<file path="config.mk">
export PLATFORM = sky130hd
export DESIGN_NAME = mem_access_stage
export DESIGN_NICKNAME = d
export VERILOG_FILES = /design/src/rtl/mem_access_stage.sv
export SDC_FILE = /design/constraint.sdc
export NUM_CORES = 1
export LEC_CHECK = 0
export CAP_MARGIN = 20
export CORE_MARGIN = 2
export CORE_UTILIZATION = 45
export DETAILED_ROUTE_END_ITERATION = 7
export GPL_ROUTABILITY_DRIVEN = 0
export PLACE_DENSITY_LB_ADDON = 0.3
export SLEW_MARGIN = 20
export SYNTH_ARGS = -nofsm -noshare
export SYNTH_HDL_FRONTEND = slang
export SYNTH_SLANG_ARGS = --single-unit
</file>
<file path="constraint.sdc">
create_clock -name clk -period 2.35 [get_ports clk]
set_clock_uncertainty 0.05 [all_clocks]
set_input_delay 0.5875 -clock clk [delete_from_list [all_inputs] [get_ports clk]]
set_output_delay 0.5875 -clock clk [all_outputs]
set_load 0.02 [all_outputs]
</file>
<file path="src/rtl/mem_access_stage.sv">
// MEM stage of the 5-stage RV32 pipeline: req/ack data-memory port, load extension, stall and WB registers.
// Optional build macro MISALIGN_TRAP_EN: misaligned H/W accesses are trapped instead of issued.
module mem_access_stage #(
    parameter int unsigned ACK_TIMEOUT = 255
) (
    input  logic        clk,
    input  logic        reset,
    input  logic [31:0] PC_in,
    input  logic [31:0] aluResult_in,
    input  logic [31:0] data2_in,
    input  logic [4:0]  rd_in,
    input  logic [2:0]  funct3_in,
    input  logic        Branch_in,
    input  logic        zero_in,
    input  logic        MemRead_in,
    input  logic        MemWrite_in,
    input  logic        MemtoReg_in,
    input  logic        RegWrite_in,
    output logic        dmem_req,
    output logic        dmem_we,
    output logic [31:0] dmem_addr,
    output logic [31:0] dmem_wdata,
    output logic [3:0]  dmem_be,
    input  logic [31:0] dmem_rdata,
    input  logic        dmem_ack,
    output logic        stall,
    output logic        PCSrc,
    output logic [31:0] PC_branch,
    output logic [31:0] wb_readData,
    output logic [31:0] wb_aluResult,
    output logic [4:0]  wb_rd,
    output logic        wb_MemtoReg,
    output logic        wb_RegWrite,
    output logic        bus_err,
    output logic        misalign
);

    localparam logic [7:0] TMO = 8'(ACK_TIMEOUT);

    typedef enum logic [1:0] {S_IDLE, S_WAIT, S_DONE} state_t;

    state_t      state_q, state_d;
    logic [7:0]  cnt_q, cnt_d;
    logic [31:0] addr_q, addr_d;
    logic [31:0] wdata_q, wdata_d;
    logic [3:0]  be_q, be_d;
    logic        we_q, we_d;
    logic [2:0]  f3_q, f3_d;
    logic [4:0]  rd_q, rd_d;
    logic        m2r_q, m2r_d;
    logic        rw_q, rw_d;
    logic        err_q, err_d;
    logic [31:0] rdata_q, rdata_d;
    logic [31:0] wb_rdata_q, wb_rdata_d;
    logic [31:0] wb_alu_q, wb_alu_d;
    logic [4:0]  wb_rd_q, wb_rd_d;
    logic        wb_m2r_q, wb_m2r_d;
    logic        wb_rw_q, wb_rw_d;

    logic        mem_op;
    logic        mis;
    logic [3:0]  be_new;
    logic [31:0] wdata_new;

    function automatic logic [31:0] load_ext(input logic [2:0] f3, input logic [1:0] a,
                                             input logic [31:0] w);
        logic [7:0]  b;
        logic [15:0] h;
        case (a)
            2'd0:    b = w[7:0];
            2'd1:    b = w[15:8];
            2'd2:    b = w[23:16];
            default: b = w[31:24];
        endcase
        h = a[1] ? w[31:16] : w[15:0];
        case (f3)
            3'b000:  load_ext = {{24{b[7]}}, b};
            3'b100:  load_ext = {24'b0, b};
            3'b001:  load_ext = {{16{h[15]}}, h};
            3'b101:  load_ext = {16'b0, h};
            default: load_ext = w;
        endcase
    endfunction

    assign mem_op = MemRead_in | MemWrite_in;

    // funct3[1:0]: 00 byte, 01 half, anything else (incl. illegal codes) word
    always_comb begin
        case (funct3_in[1:0])
            2'b00: begin
                be_new    = 4'b0001 << aluResult_in[1:0];
                wdata_new = {4{data2_in[7:0]}};
            end
            2'b01: begin
                be_new    = 4'b0011 << {aluResult_in[1], 1'b0};
                wdata_new = {2{data2_in[15:0]}};
            end
            default: begin
                be_new    = 4'b1111;
                wdata_new = data2_in;
            end
        endcase
    end

`ifdef MISALIGN_TRAP_EN
    assign mis = mem_op &
                 (((funct3_in[1:0] == 2'b01) & aluResult_in[0]) |
                  (funct3_in[1] & (aluResult_in[1:0] != 2'b00)));
`else
    assign mis = 1'b0;
`endif

    always_comb begin
        state_d    = state_q;
        cnt_d      = cnt_q;
        addr_d     = addr_q;
        wdata_d    = wdata_q;
        be_d       = be_q;
        we_d       = we_q;
        f3_d       = f3_q;
        rd_d       = rd_q;
        m2r_d      = m2r_q;
        rw_d       = rw_q;
        err_d      = err_q;
        rdata_d    = rdata_q;
        wb_rdata_d = wb_rdata_q;
        wb_alu_d   = wb_alu_q;
        wb_rd_d    = wb_rd_q;
        wb_m2r_d   = wb_m2r_q;
        wb_rw_d    = wb_rw_q;
        stall      = 1'b0;
        dmem_req   = 1'b0;
        bus_err    = 1'b0;
        misalign   = 1'b0;

        case (state_q)
            S_IDLE: begin
                if (mem_op && !mis) begin
                    stall   = 1'b1;
                    addr_d  = aluResult_in;
                    wdata_d = wdata_new;
                    be_d    = be_new;
                    we_d    = MemWrite_in;
                    f3_d    = funct3_in;
                    rd_d    = rd_in;
                    m2r_d   = MemtoReg_in;
                    rw_d    = RegWrite_in;
                    err_d   = 1'b0;
                    rdata_d = '0;
                    cnt_d   = '0;
                    wb_rw_d = 1'b0;
                    state_d = S_WAIT;
                end else begin
                    misalign   = mis;
                    wb_rdata_d = '0;
                    wb_alu_d   = aluResult_in;
                    wb_rd_d    = rd_in;
                    wb_m2r_d   = MemtoReg_in;
                    wb_rw_d    = RegWrite_in & ~mis;
                end
            end
            S_WAIT: begin
                stall   = 1'b1;
                wb_rw_d = 1'b0;
                // Abort cycle: request already withdrawn, so a late ack is ignored
                if (cnt_q == TMO) begin
                    bus_err = 1'b1;
                    err_d   = 1'b1;
                    state_d = S_DONE;
                end else begin
                    dmem_req = 1'b1;
                    if (dmem_ack) begin
                        rdata_d = load_ext(f3_q, addr_q[1:0], dmem_rdata);
                        state_d = S_DONE;
                    end else begin
                        cnt_d = cnt_q + 8'd1;
                    end
                end
            end
            S_DONE: begin
                wb_rdata_d = rdata_q;
                wb_alu_d   = addr_q;
                wb_rd_d    = rd_q;
                wb_m2r_d   = m2r_q;
                wb_rw_d    = rw_q & ~we_q & ~err_q;
                state_d    = S_IDLE;
            end
            default: state_d = S_IDLE;
        endcase
    end

    always_ff @(posedge clk) begin
        if (reset) begin
            state_q    <= S_IDLE;
            cnt_q      <= '0;
            addr_q     <= '0;
            wdata_q    <= '0;
            be_q       <= '0;
            we_q       <= 1'b0;
            f3_q       <= '0;
            rd_q       <= '0;
            m2r_q      <= 1'b0;
            rw_q       <= 1'b0;
            err_q      <= 1'b0;
            rdata_q    <= '0;
            wb_rdata_q <= '0;
            wb_alu_q   <= '0;
            wb_rd_q    <= '0;
            wb_m2r_q   <= 1'b0;
            wb_rw_q    <= 1'b0;
        end else begin
            state_q    <= state_d;
            cnt_q      <= cnt_d;
            addr_q     <= addr_d;
            wdata_q    <= wdata_d;
            be_q       <= be_d;
            we_q       <= we_d;
            f3_q       <= f3_d;
            rd_q       <= rd_d;
            m2r_q      <= m2r_d;
            rw_q       <= rw_d;
            err_q      <= err_d;
            rdata_q    <= rdata_d;
            wb_rdata_q <= wb_rdata_d;
            wb_alu_q   <= wb_alu_d;
            wb_rd_q    <= wb_rd_d;
            wb_m2r_q   <= wb_m2r_d;
            wb_rw_q    <= wb_rw_d;
        end
    end

    assign dmem_we      = dmem_req & we_q;
    assign dmem_addr    = {addr_q[31:2], 2'b00};
    assign dmem_wdata   = wdata_q;
    assign dmem_be      = be_q;
    assign PCSrc        = Branch_in & zero_in & ~stall;
    assign PC_branch    = PC_in;
    assign wb_readData  = wb_rdata_q;
    assign wb_aluResult = wb_alu_q;
    assign wb_rd        = wb_rd_q;
    assign wb_MemtoReg  = wb_m2r_q;
    assign wb_RegWrite  = wb_rw_q;

endmodule

</file>
## After elaboration in Yosys (flattened, before gate mapping)

Cells that the tools add are included.

- Word-level logic and storage cells: 94
- Flip-flop bits (word level): 193
- Output and inout bits: 177
- Input port bits: 145

- Equality and inequality tests: 16
- Muxes and demuxes: 36
- Reduce and logical (&&, ||, !) cells: 13
- Shifts and indexed selects: 2
- $add $sub $neg: 1
- Bitwise logic cells: 9

Operator list:

| kind | number |
|---|---|
| $pmux W32 S2 | 4 |
| $mux W32 | 5 |
| $pmux W32 S4 | 1 |
| $mux W8 | 3 |
| $pmux W8 S3 | 1 |
| $mux W16 | 1 |
| $pmux W8 S2 | 1 |
| $ne A2 B2 Y1 const B | 6 |
| $pmux W5 S2 | 1 |
| $mux W1 | 9 |
| $add A8 B1 Y8 const B | 1 |
| $eq A8 B8 Y1 const B | 1 |
| $pmux W4 S2 | 1 |
| $reduce_and A4 Y1 | 2 |
| $eq A2 B1 Y1 const B | 3 |
| $eq A3 B3 Y1 const B | 2 |
| $logic_not A2 Y1 | 3 |
| $mux W2 | 3 |
| $pmux W1 S2 | 3 |
| $reduce_and A2 Y1 | 3 |
| $and A1 B1 Y1 | 5 |
| $mux W5 | 1 |
| $eq A2 B2 Y1 const B | 2 |
| $pmux W2 S2 | 1 |
| other kinds (11) | 14 |

## Longest topological paths before layout

Gate-level depths: netlist (run 1).

- Word-level depth: 6
- Mapped depth: 10
- Gate-level depth less buffers: 6

## Worst setup path after synthesis (run 1)

Ideal clock, no wire load.

- Path kind: reg-to-output
- Start: register state_q[0]
- End: output PCSrc
- Data arrival time: 1,826 ps
- Stages on the path, launching flop included: 8
- Path slack: -114 ps
- Data required time: 1,712 ps
- Buffers on the path: 2
- Cells stage by stage: dfxtp_1 > inv_1 > ha_1 > buf_6 > o21ai_1 > clkbuf_1 > nand2_1 > nor2_1

- Word-level cells in the longest chain between the ends: 4
- Elaborated cells between the ends (all ways): 5
- Classes of those cells: 1 x eq/ne; 1 x mux; 2 x bitwise; 1 x reduce/logical

RTL lines:

| element | line | text |
|---|---|---|
| start: declaration | 42 | `state_t state_q, state_d;` |
| start signal: assignment | 212 | `state_q <= state_d;` |
| $eq A2 B1 Y1 / $logic_not A2 Y1 (equally long branches) | 136 | `case (state_q)` |
| $pmux W1 S2 (*) | 136 |  |
| net stall | 26 | `output logic stall,` |
| $not A1 Y1 (*) | 236 | `assign PCSrc = Branch_in & zero_in & ~stall;` |
| $and A1 B1 Y1 (*) | 236 |  |
| end: declaration | 27 | `output logic PCSrc,` |

The timed path passes the listed nets; every way through them passes the cells marked *.

## Final worst setup path (run 1)

- Start: register cnt_q[4]
- End: output dmem_we

- Word-level cells in the longest chain between the ends: 4

RTL lines:

| element | line | text |
|---|---|---|
| start: declaration | 43 | `logic [7:0] cnt_q, cnt_d;` |
| start signal: assignment | 213 | `cnt_q <= cnt_d;` |
| $eq A8 B8 Y1 | 166 | `if (cnt_q == TMO) begin` |
| $mux W1 | 166 |  |
| $mux W1 | 136 |  |
| $and A1 B1 Y1 | 232 | `assign dmem_we = dmem_req & we_q;` |
| end: declaration | 20 | `output logic dmem_we,` |

No other way between the ends.

==> results by group, run 1 <==
Timing
  • Hold Violations, Final: 0
  • FMAX: 434 MHz
  • Final setup viols: 0
  • Slew @ Worst Pin: 699 ps
  • Fin Setup TNS: 0 ps
  • Slew HR: 0.534
  • PnR worst setup slack: 47.9 ps
  • Fin crit period: 2300 ps
  • Final Max Slew Viols: 0
  • RSZ-0062 raised after global routing: yes
  • Crit share post-route: 0.980

Logic synthesis
  • Synth Area in Simple Gates: 0.144
  • Syn. warnings: 0
  • Post-synthesis xor/xnor area fraction: 0
  • Synth Instances: 974
  • Part of the Yosys area used for sequential elements: 0.452
  • Top cell type's share of synthesized area: 0.452
  • #FFs+latches synth: 193
  • Largest area contributor in the netlist: dfxtp_1
  • Synth Cell Area: 0.00855 mm2
  • Largest family of logic cells by synthesized area: compound AO/OA/AOI/OAI gates
  • Synth cell types: 57
  • Ranking of synthesized cells by area: dfxtp_1 45%, nand2_1 6.7%, mux2i_1 6.7%
  • EDFF count, synth: 0
  • Mux contribution to synthesized area: 0.0786
  • Compound-Gate Fraction of Synth Area: 0.216
  • Synth Flop Type: dfxtp_1
  • Post-synth ARST share: 0
  • Syn avg cell area: 8.78 um2
  • Adder-cell share of the synthesized area: 0.00732

Global routing
  • Gr usage total: 0.234
  • Vias in the first global route: approximately 7k
  • GRT overflow: 0
  • First-pass GRT wire length: 37800 um
  • Largest net degree at the start of global routing: 94
  • Initial antenna violation count: 0

Worst setup path
  • Worst setup EP type: primary output
  • Max incr delay on CP: 400 ps
  • Crit-path cells: nand4_1 -> nor2_2 -> nor2_2 -> and2_1 -> clkdlybuf4s15_2
  • Crit path DAT: 1660 ps
  • Slowest cell on crit path: dfxtp_1
  • CP Max Fanout: 5
  • Critical Path RT: 1710 ps
  • Startpoint Class: register
  • CP Class: register to primary output
  • Most used cell, CP: nor2_2

Run
  • Maxcap violations: 0

Clock network
  • CTS tree: yes
  • CTS Hold Bufs: 0
  • Max clock buf depth: 2
  • Total CTS buffers: 17
  • CTS Root Buffer Type: clkbuf_16
  • Clock Latency Late Sink: 430 ps
  • Number of clock sinks: around 190
  • Htree depth: 4
  • Clock-pin slew on the worst setup and hold paths: 70 ps

Cells and area
  • Ant. Diodes: 0
  • Most frequent cells in the layout: 248 x clkdlybuf4s50_1, 192 x dfxtp_1, 153 x nand2_1
  • Layout net count: roughly 1.3k
  • Syn-to-layout area delta: 36.7%
  • Non-filler cells in the finished layout: 1401
  • Commonest non-fill, non-tap cell in the layout: clkdlybuf4s50_1
  • Share of cells above drive strength 1: 0.0951
  • Filler Cell Count: 1617
  • Final core occ: 0.627

Placed design
  • Port bufs: 254
  • DP Worst Slack: -320 ps
  • Placed cell count: 1367
  • Post-DP HPWL: about 17000 um

Floorplanning
  • Core area: 0.0186 mm2
  • Die ar.: between 0.02 and 0.025 mm2
  • Overall die height: 142 um
  • Initial core utilization: 0.458
  • IO Count: 322
  • Site row count: 50
  • Die X: 142 um

Power and ir drop
  • Leakage: 0.00431 uW
  • Pwr dens: slightly below 800 mW/mm2
  • Peak supply drop: 537 uV

Worst hold path
  • HP Class: register to register

Detailed routing
  • Drt first pass iters: 7
  • Vias per inst: 5.44
  • Post-DRT Antenna Nets: 0
  • Drt initial violations: 466
  • Wirelength, routed: ~24000 um
  • Detailed-route via count: about 7.6k
  • Post-route DRC: 0
  • Wirelength per Cell: about 17 um

Run status
  • Status: finished clean
## cell families (layout without fill, tap and decap cells)
family	Yosys count	in the layout
simple gates	295	295
compound gates	264	264
flops	193	193
buf+inv	150	341
mux	66	66
fa+ha+maj	5	5
other cells	1	3
## synth_stat cells (3+ instances only)
cell type	instances
buf_2	13
buf_4	69
buf_6	3
a22oi_1	32
a311oi_1	9
nand4_1	3
a21oi_1	67
inv_1	10
nor3_1	5
mux2i_1	57
nand2_1	153
a2bb2oi_1	7
a211oi_1	52
a21o_1	16
a222oi_1	5
nor2_1	102
o2bb2ai_1	5
buf_1	8
nand2b_1	8
ha_1	5
dfxtp_1	193
clkbuf_1	46
nor3b_1	3
a22o_1	25
o21ai_0	26
mux2_2	9
nor2b_1	5
## path summary, 6_finish.rpt
kind / from / endpoint / slack, ps / cells past startpoint
min reg2reg: dmem_wdata[3] / dmem_wdata[3] / 410 / 2
max reg2reg: state_q[0] / cnt_q[3] / 160 / 8
max: cnt_q[4] / dmem_we / 50 / 5
min: dmem_wdata[3] / dmem_wdata[3] / 410 / 2
## state kept, by name, summed over array words and instances, names as in the netlist, 2 cells and up
register	count
addr_q	32
cnt_q	8
dmem_be	4
dmem_wdata	32
f3_q	3
rd_q	5
rdata_q	32
state_q	2
wb_aluResult	32
wb_rd	5
wb_readData	32
## metrics by stage
stage	hold WS (ps)	instance area, um2	total power [uW]
after global routing	420	11700	9680
after floorplan	382	8560	5420
after global placement	392	11100	6390
after detailed placement	398	11100	6430
after CTS	408	11700	9310
final	408	11700	9240
## metal layers
metal | global-route usage | vias up | wire length (um)
li1 | - | 3727 | -
met1 | 0.295 | 3545 | 9850
met2 | 0.387 | 293 | 11500
met3 | 0.0645 | 54 | 1880
met4 | 0.0816 | 0 | 612
met5 | 0 | - | 0
## power breakdown
group          leakage (uW)  switching, uW  internal (uW)
Clock              0.000285           1440           1440
Sequential          0.00158            185           3580
Combinational       0.00244           1420           1170
Total               0.00431           3050           6190
## worst max-delay path, delay by kind of cell (launching register included)
family	cells	cell delay, ps
AND/OR/NAND/NOR	4	590
flip-flops	1	400
buffers and inverters	1	250
## what timing repair did
item                       in CTS  in global routing
buffers inserted                2                  0
setup endpoints to repair       5                  5
gates cloned                    0                  0
resized for setup              14                  7
pin swaps                       2                  0
## layout make-up
type	instances	area, um2	share of cell area
repair buffers	299	3020	0.258
multi-input cells	633	3880	0.332
well taps	234	293	0.0251
inverters	10	37.5	0.00321
flip-flops and latches	193	3860	0.331
clock buffers	18	429	0.0367
clock inverters	14	161	0.0138
No activity file was read; power rests on OpenSTA's default activity.
==> run 2: changes to the inputs <==
Settings changed: CTS_CLUSTER_DIAMETER from default to 150.
==> results of run 2 <==
No change in the layout: final DEF, timing and power equal those of run 1.
==> run 3: changes to the inputs <==
Settings changed: SLEW_MARGIN 20 to 5.
==> results of run 3 <==
No change in the layout: final DEF, timing and power equal those of run 1.
